===== src/rtl/arcade_input_ctrl.sv =====
// Player-input front end: ps2_key decode merged with hps_io joystick words, SOCD cleanup, coin stretch.
// Optional turbo autofire on button 1 when ARCADE_INPUT_AUTOFIRE_EN is defined.
module arcade_input_ctrl #(
    parameter logic [23:0] COIN_CYCLES     = 24'd1_000_000,
    parameter bit          SOCD_NEUTRAL    = 1'b1,
    parameter logic [23:0] AUTOFIRE_PERIOD = 24'd2_000_000
) (
    input  logic        clk_sys,
    input  logic        RESET,
    input  logic [10:0] ps2_key,
    input  logic [31:0] joystick_0,
    input  logic [31:0] joystick_1,
    output logic [3:0]  p1_dir,
    output logic [2:0]  p1_buttons,
    output logic        p1_start,
    output logic        p1_coin,
    output logic        p1_pause,
    output logic [3:0]  p2_dir,
    output logic [2:0]  p2_buttons,
    output logic        p2_start,
    output logic        p2_coin,
    output logic        p2_pause,
    output logic        service_1,
    output logic        service_2
);

    localparam int K1U  = 0;
    localparam int K1D  = 1;
    localparam int K1L  = 2;
    localparam int K1R  = 3;
    localparam int K1B1 = 4;
    localparam int K1B2 = 5;
    localparam int K1B3 = 6;
    localparam int K1ST = 7;
    localparam int K1CN = 8;
    localparam int K1PA = 9;
    localparam int K2U  = 10;
    localparam int K2D  = 11;
    localparam int K2L  = 12;
    localparam int K2R  = 13;
    localparam int K2B1 = 14;
    localparam int K2B2 = 15;
    localparam int K2B3 = 16;
    localparam int K2ST = 17;
    localparam int K2CN = 18;
    localparam int KSV1 = 19;
    localparam int KSV2 = 20;

    function automatic logic [20:0] key_hit(input logic [7:0] code);
        key_hit = '0;
        case (code)
            8'h75: key_hit[K1U]  = 1'b1;
            8'h72: key_hit[K1D]  = 1'b1;
            8'h6B: key_hit[K1L]  = 1'b1;
            8'h74: key_hit[K1R]  = 1'b1;
            8'h14: key_hit[K1B1] = 1'b1;
            8'h11: key_hit[K1B2] = 1'b1;
            8'h29: key_hit[K1B3] = 1'b1;
            8'h16: key_hit[K1ST] = 1'b1;
            8'h2E: key_hit[K1CN] = 1'b1;
            8'h4D: key_hit[K1PA] = 1'b1;
            8'h2D: key_hit[K2U]  = 1'b1;
            8'h2B: key_hit[K2D]  = 1'b1;
            8'h23: key_hit[K2L]  = 1'b1;
            8'h34: key_hit[K2R]  = 1'b1;
            8'h1C: key_hit[K2B1] = 1'b1;
            8'h1B: key_hit[K2B2] = 1'b1;
            8'h15: key_hit[K2B3] = 1'b1;
            8'h1E: key_hit[K2ST] = 1'b1;
            8'h36: key_hit[K2CN] = 1'b1;
            8'h46: key_hit[KSV1] = 1'b1;
            8'h45: key_hit[KSV2] = 1'b1;
            default: ;
        endcase
    endfunction

    function automatic logic [3:0] socd(input logic [3:0] d);
        socd = d;
        if (SOCD_NEUTRAL) begin
            if (d[3] && d[2]) socd[3:2] = 2'b00;
            if (d[1] && d[0]) socd[1:0] = 2'b00;
        end
    endfunction

    logic        s1_toggle;
    logic        s1_pressed;
    logic [7:0]  s1_code;
    logic        s1_valid;
    logic        armed;
    logic        prev_toggle;
    logic        key_event;
    logic [20:0] keys;
    logic [10:0] j0_r;
    logic [10:0] j1_r;
    logic [23:0] coin1_cnt;
    logic [23:0] coin2_cnt;
    logic        coin1_prev;
    logic        coin2_prev;
    logic        af1;
    logic        af2;

    // armed lags s1_valid so the first compare uses a toggle already sampled after reset
    assign key_event = armed && (s1_toggle != prev_toggle);

    always_ff @(posedge clk_sys or posedge RESET) begin
        if (RESET) begin
            s1_toggle   <= 1'b0;
            s1_pressed  <= 1'b0;
            s1_code     <= '0;
            s1_valid    <= 1'b0;
            armed       <= 1'b0;
            prev_toggle <= 1'b0;
            keys        <= '0;
            j0_r        <= '0;
            j1_r        <= '0;
        end else begin
            s1_toggle   <= ps2_key[10];
            s1_pressed  <= ps2_key[9];
            s1_code     <= ps2_key[7:0];
            s1_valid    <= 1'b1;
            armed       <= s1_valid;
            prev_toggle <= s1_toggle;
            j0_r        <= joystick_0[10:0];
            j1_r        <= joystick_1[10:0];
            if (key_event)
                keys <= (keys & ~key_hit(s1_code)) | (key_hit(s1_code) & {21{s1_pressed}});
        end
    end

`ifdef ARCADE_INPUT_AUTOFIRE_EN
    logic [23:0] af_cnt;
    logic        j0_turbo;
    logic        j1_turbo;
    logic        af_phase;
    logic        unused_bits;

    always_ff @(posedge clk_sys or posedge RESET) begin
        if (RESET) begin
            af_cnt   <= '0;
            j0_turbo <= 1'b0;
            j1_turbo <= 1'b0;
        end else begin
            af_cnt   <= (af_cnt == AUTOFIRE_PERIOD - 24'd1) ? 24'd0 : af_cnt + 24'd1;
            j0_turbo <= joystick_0[11];
            j1_turbo <= joystick_1[11];
        end
    end

    assign af_phase    = af_cnt < (AUTOFIRE_PERIOD >> 1);
    assign af1         = af_phase && j0_turbo;
    assign af2         = af_phase && j1_turbo;
    assign unused_bits = ^{ps2_key[8], joystick_0[31:12], joystick_1[31:12]};
`else
    localparam logic [23:0] UNUSED_AF_PERIOD = AUTOFIRE_PERIOD;
    logic unused_bits;

    assign af1         = 1'b0;
    assign af2         = 1'b0;
    assign unused_bits = ^{ps2_key[8], joystick_0[31:11], joystick_1[31:11]};
`endif

    logic [3:0] raw1_dir;
    logic [3:0] raw2_dir;
    logic [2:0] raw1_btn;
    logic [2:0] raw2_btn;
    logic       raw1_coin;
    logic       raw2_coin;

    assign raw1_dir  = {keys[K1U], keys[K1D], keys[K1L], keys[K1R]} | j0_r[3:0];
    assign raw2_dir  = {keys[K2U], keys[K2D], keys[K2L], keys[K2R]} | j1_r[3:0];
    assign raw1_btn  = {keys[K1B3], keys[K1B2], keys[K1B1] | af1} | j0_r[6:4];
    assign raw2_btn  = {keys[K2B3], keys[K2B2], keys[K2B1] | af2} | j1_r[6:4];
    assign raw1_coin = keys[K1CN] | j0_r[8];
    assign raw2_coin = keys[K2CN] | j1_r[8];

    // Counters decrement even while coin is held; output is the longer of hold time and stretch
    always_ff @(posedge clk_sys or posedge RESET) begin
        if (RESET) begin
            coin1_cnt  <= '0;
            coin2_cnt  <= '0;
            coin1_prev <= 1'b0;
            coin2_prev <= 1'b0;
            p1_dir     <= '0;
            p1_buttons <= '0;
            p1_start   <= 1'b0;
            p1_coin    <= 1'b0;
            p1_pause   <= 1'b0;
            p2_dir     <= '0;
            p2_buttons <= '0;
            p2_start   <= 1'b0;
            p2_coin    <= 1'b0;
            p2_pause   <= 1'b0;
            service_1  <= 1'b0;
            service_2  <= 1'b0;
        end else begin
            coin1_prev <= raw1_coin;
            coin2_prev <= raw2_coin;
            if (raw1_coin && !coin1_prev)
                coin1_cnt <= COIN_CYCLES - 24'd1;
            else if (coin1_cnt != 24'd0)
                coin1_cnt <= coin1_cnt - 24'd1;
            if (raw2_coin && !coin2_prev)
                coin2_cnt <= COIN_CYCLES - 24'd1;
            else if (coin2_cnt != 24'd0)
                coin2_cnt <= coin2_cnt - 24'd1;

            p1_dir     <= socd(raw1_dir);
            p1_buttons <= raw1_btn;
            p1_start   <= keys[K1ST] | j0_r[7];
            p1_coin    <= raw1_coin | (coin1_cnt != 24'd0);
            p1_pause   <= keys[K1PA] | j0_r[9];
            p2_dir     <= socd(raw2_dir);
            p2_buttons <= raw2_btn;
            p2_start   <= keys[K2ST] | j1_r[7];
            p2_coin    <= raw2_coin | (coin2_cnt != 24'd0);
            p2_pause   <= j1_r[9];
            service_1  <= keys[KSV1] | j0_r[10];
            service_2  <= keys[KSV2] | j1_r[10];
        end
    end

endmodule


===== config.mk =====
export PLATFORM = sky130hd
export DESIGN_NAME = arcade_input_ctrl
export DESIGN_NICKNAME = d
export VERILOG_FILES = /design/src/rtl/arcade_input_ctrl.sv
export SDC_FILE = /design/constraint.sdc
export NUM_CORES = 1
export LEC_CHECK = 0
export CORE_AREA = 4 4 121 123
export DETAILED_ROUTE_END_ITERATION = 10
export DIE_AREA = 0 0 125 127
export GPL_TIMING_DRIVEN = 0
export HOLD_SLACK_MARGIN = 0.1
export PLACE_DENSITY = 0.74
export SETUP_SLACK_MARGIN = 0.4
export SYNTH_ARGS = -nofsm -noshare
export SYNTH_HDL_FRONTEND = slang
export SYNTH_SLANG_ARGS = --single-unit

===== constraint.sdc =====
create_clock -name clk_sys -period 4.9 [get_ports clk_sys]
set_input_delay 0.98 -clock clk_sys [delete_from_list [all_inputs] [get_ports clk_sys]]
set_output_delay 0.98 -clock clk_sys [all_outputs]
set_load 0.02 [all_outputs]

==> metrics list <==
- Summed over all layers, the routed wires come to approximately 11000 um.
- Most common cell in the synthesized netlist: dfrtp_1
- TritonCTS built the clock tree.
- Setup violations remaining at the end of the flow were counted as 0.
* Antenna Violating Nets Remaining: 0
- After synthesis the netlist holds a flip-flop and latch count of ~130.
- IO Count: 99
- GRT Util Overall: around 14%
- Tcrit/Tclk final: 50.5%
* Die outline area: around 16000 sq um
- Detailed placement finished with a half-perimeter wire length of 7280 um.
* Number of antenna violations at the first check in global routing: 0
- Clock-pin slew was measured on the worst setup and hold paths at 60 ps.
- For the worst setup path, the data required time is between 5000 and 6000 ps.
* Setup CP Type: register to register
* FFs w/ async S/R, synth: between 90% and 100%
- RR Startpoint: coin2_cnt[0]$_DFFE_PP0P_
* Result of the run: complete, no violations
* Worst-case headroom to the max-slew limit: between 30% and 40%
- The repair_antennas step left the layout with diodes totalling 0.
- Startpoint type of the worst setup path: register
* Placed Cells: 698
* Worst Setup End Kind: register
* Count of synthesis-stage warnings from yosys: 0
- Via-per-instance ratio: 5.13
- Before antenna repair, the detailed router went through 8 iterations.
- Sequential elements use between 50% and 60% of the synthesized area.
- The routed layout has 3746 vias.
- The startpoint identified for the worst hold timing path is j1_r[9]$_DFF_PP0_.
* Crit path launch: coin2_cnt[0]$_DFFE_PP0P_
- For the final database, setup skew stands at between 5 and 6 ps.
- Count of input and output buffers: 55
- Cell count after synthesis: 462
* Top area cells in the synthesized netlist: dfrtp_1, xor2_1, nor2_1
* Cell area after layout: 6850 sq um
- Static leakage: 2.81 nW
* Fin. Hold Viols: 0
- Deepest level of the CTS H-tree: 4
* Via count of the first global-routing pass: 3764
- Family of cells with the greatest summed delay on the critical path: simple AND/OR/NAND/NOR gates
* Maximum number of pins on one net before global-route repair: 85
- Of the post-synthesis cell area, the dominant cell type holds 60.0%.
- The multi-input combinational cells in the finished layout cover a total of 2060 sq um.
- The critical path goes through inv_1, ha_1, nor3b_1, nand4_1, o31a_1, or3_1.
- After detailed routing, the average wire length per cell comes to 14.6 um.
* Chip height: between 100 and 150 um
- Most area-hungry cell type in the Yosys netlist: dfrtp_1
- Max frequency: 404 MHz
* Number of resized instances in the post-cts repair step: 0
* Commonest cells in the synthesized netlist: dfrtp_1, nor2_1, nand2_1
- Once layout is complete, the cells apart from fillers number 730.
- Clock latency of the later-clocked register in the worst-skew pair: 420 ps
* Maximum fanout along the worst path: 8
- Count of buffer and inverter cells on the critical path: 1
- Worst VDD drop: 0.000230 V
* Core outline area: around 14000 sq um
- The max-slew violation count was 0.
- Counting distinct cell types in the post-synthesis netlist gives 53.
- Die W: 125 um
* Number of design rule violations left after detail routing: 0
* Global-route wire length before repair: around 18000 um
* Effective utilization at floorplan: 39.1%
* CTS root buf: clkbuf_16
- Post-CTS Setup Repair Bufs: 0
* Max Cap Violations: 0
- Area Growth Syn to Fin: 28.2%
- Peak per-stage delay on the critical path: 770 ps
* Final-stage net count: 618
* Data arrival at the endpoint of the critical path: between 2000 and 3000 ps
- At the pin with the least slew margin, the transition time is 932 ps.
- After detailed placement, the total cell area comes to 6150 sq um.
* Crit-path slowest cell: nor3b_1
* Shortest clock period the worst path allows after layout: 2470 ps
- Maximum clock insertion buffer count: 2
- Fill cells in the final layout number 1185.
- Inserted Clock Buffers: 17
- After global routing the overflow that remains totals 0.
* Number of synthesized flops with an enable pin: 0
- The mapped netlist covers roughly 5300 sq um.
- In the synthesized netlist the dominant register cell turns out to be dfrtp_1.
* Final Wtd Congestion: between 0.8 and 0.9
- Detailed Route Iter0 Violations: 113
- Of the cells placed in the final design, the portion with a size suffix greater than 1 is 14.2%.
- The tree built by TritonCTS fans out to 128 sinks.
- RSZ-0062 raised after global routing: no
- Power spread over the standard cell area amounts to 412 nW/um^2.
- Worst Hold Class: register to register
* Average size of a mapped cell: 11.6 sq um
- Floorplan row count: between 40 and 50
- The number of hold buffers added after CTS was 0.
- Registers take between 3000 and 4000 sq um.
- Synthesis produced a netlist with a net count of ~540.
[power breakdown]
group | internal, mW | switching, mW | leakage, nW
clock | 1.02 | 0.460 | 0.334
sequential | 1.11 | 0.0470 | 1.54
combinational | 0.0862 | 0.0986 | 0.938
total | 2.22 | 0.606 | 2.81
[worst register-to-register path, cell delays in order (launching register included)]
cell	delay, ps
dfrtp_1	390
inv_1	130
ha_1	190
nor3b_1	770
nand4_1	270
o31a_1	290
or3_1	310
[metal layers]
layer  track usage, %  share of wire [%]
met1             17.7                 44
met2             22.3                 49
met3             4.01                4.6
met4             7.46                2.6
met5                0                  0
[logic make-up after synthesis]
family,count (synthesis),synth area share (%)
adder cells (fa/ha/maj),4,0.937
buffers and inverters,20,1.52
AO/OA/AOI/OAI,49,5.74
other,1,0.0702
multiplexers,18,3.75
flip-flops,128,60.0
AND/OR/NAND/NOR,207,22.3
XOR/XNOR,35,5.74
[worst paths after layout]
path,slack [ps],cells past startpoint,to
min in group asynchronous,960,2,p1_coin$_DFF_PP0_
setup reg to reg,2430,6,coin2_cnt[16]$_DFFE_PP0P_
setup / recovery,2430,6,coin2_cnt[16]$_DFFE_PP0P_
hold reg to reg,360,0,p2_pause$_DFF_PP0_
hold / removal,360,0,p2_pause$_DFF_PP0_
max in group asynchronous,3200,3,coin2_cnt[14]$_DFFE_PP0P_
[placed cells by master (no fill, tap or decap), drive strengths merged, types with 2 or more instances in the layout]
cell type      count
nand3b             3
mux2              16
nand3             14
nor2              49
o31ai              5
clkinvlp           2
nor4b              2
buf                4
mux2i              2
or2               13
inv               11
nand4b             5
nor4              16
o211ai             5
xnor2              6
clkinv             2
nand2             36
clkdlybuf4s50     55
nor2b              5
nand4             11
o21a               4
nand2b             6
bufinv             7
a21oi              5
o21ai             24
xor2              29
ha                 4
nor3b              3
clkbuf            27
dfrtp            128
or4                7
or3               10
and2               4
nor3              20
[through the flow]
| stage | TNS, ps | setup slack (ps) | total power, mW | util (%) | hold slack [ps] |
|---|---|---|---|---|---|
| after floorplan | 0 | 507 | 1.28 | - | 331 |
| after global placement | -132010 | -1040 | 1.35 | 44.8 | 334 |
| after detailed placement | 0 | 2450 | 1.36 | 45.0 | 346 |
| after CTS | 0 | 2400 | 2.85 | 50.1 | 359 |
| after global routing | 0 | 2110 | 2.93 | 50.1 | 363 |
| final | 0 | 2430 | 2.82 | 50.1 | 357 |
[area by class of cell]
class / count / share of cell area (%)
buffer: 11 / 0.694
clock buffer: 19 / 6.47
clock inverter: 13 / 3.74
inverter: 9 / 0.566
multi-input combinational: 314 / 30.0
sequential: 128 / 46.8
tap: 180 / 3.29
timing repair buffer: 56 / 8.44
Note: power is estimated with default switching activity, not from simulation.
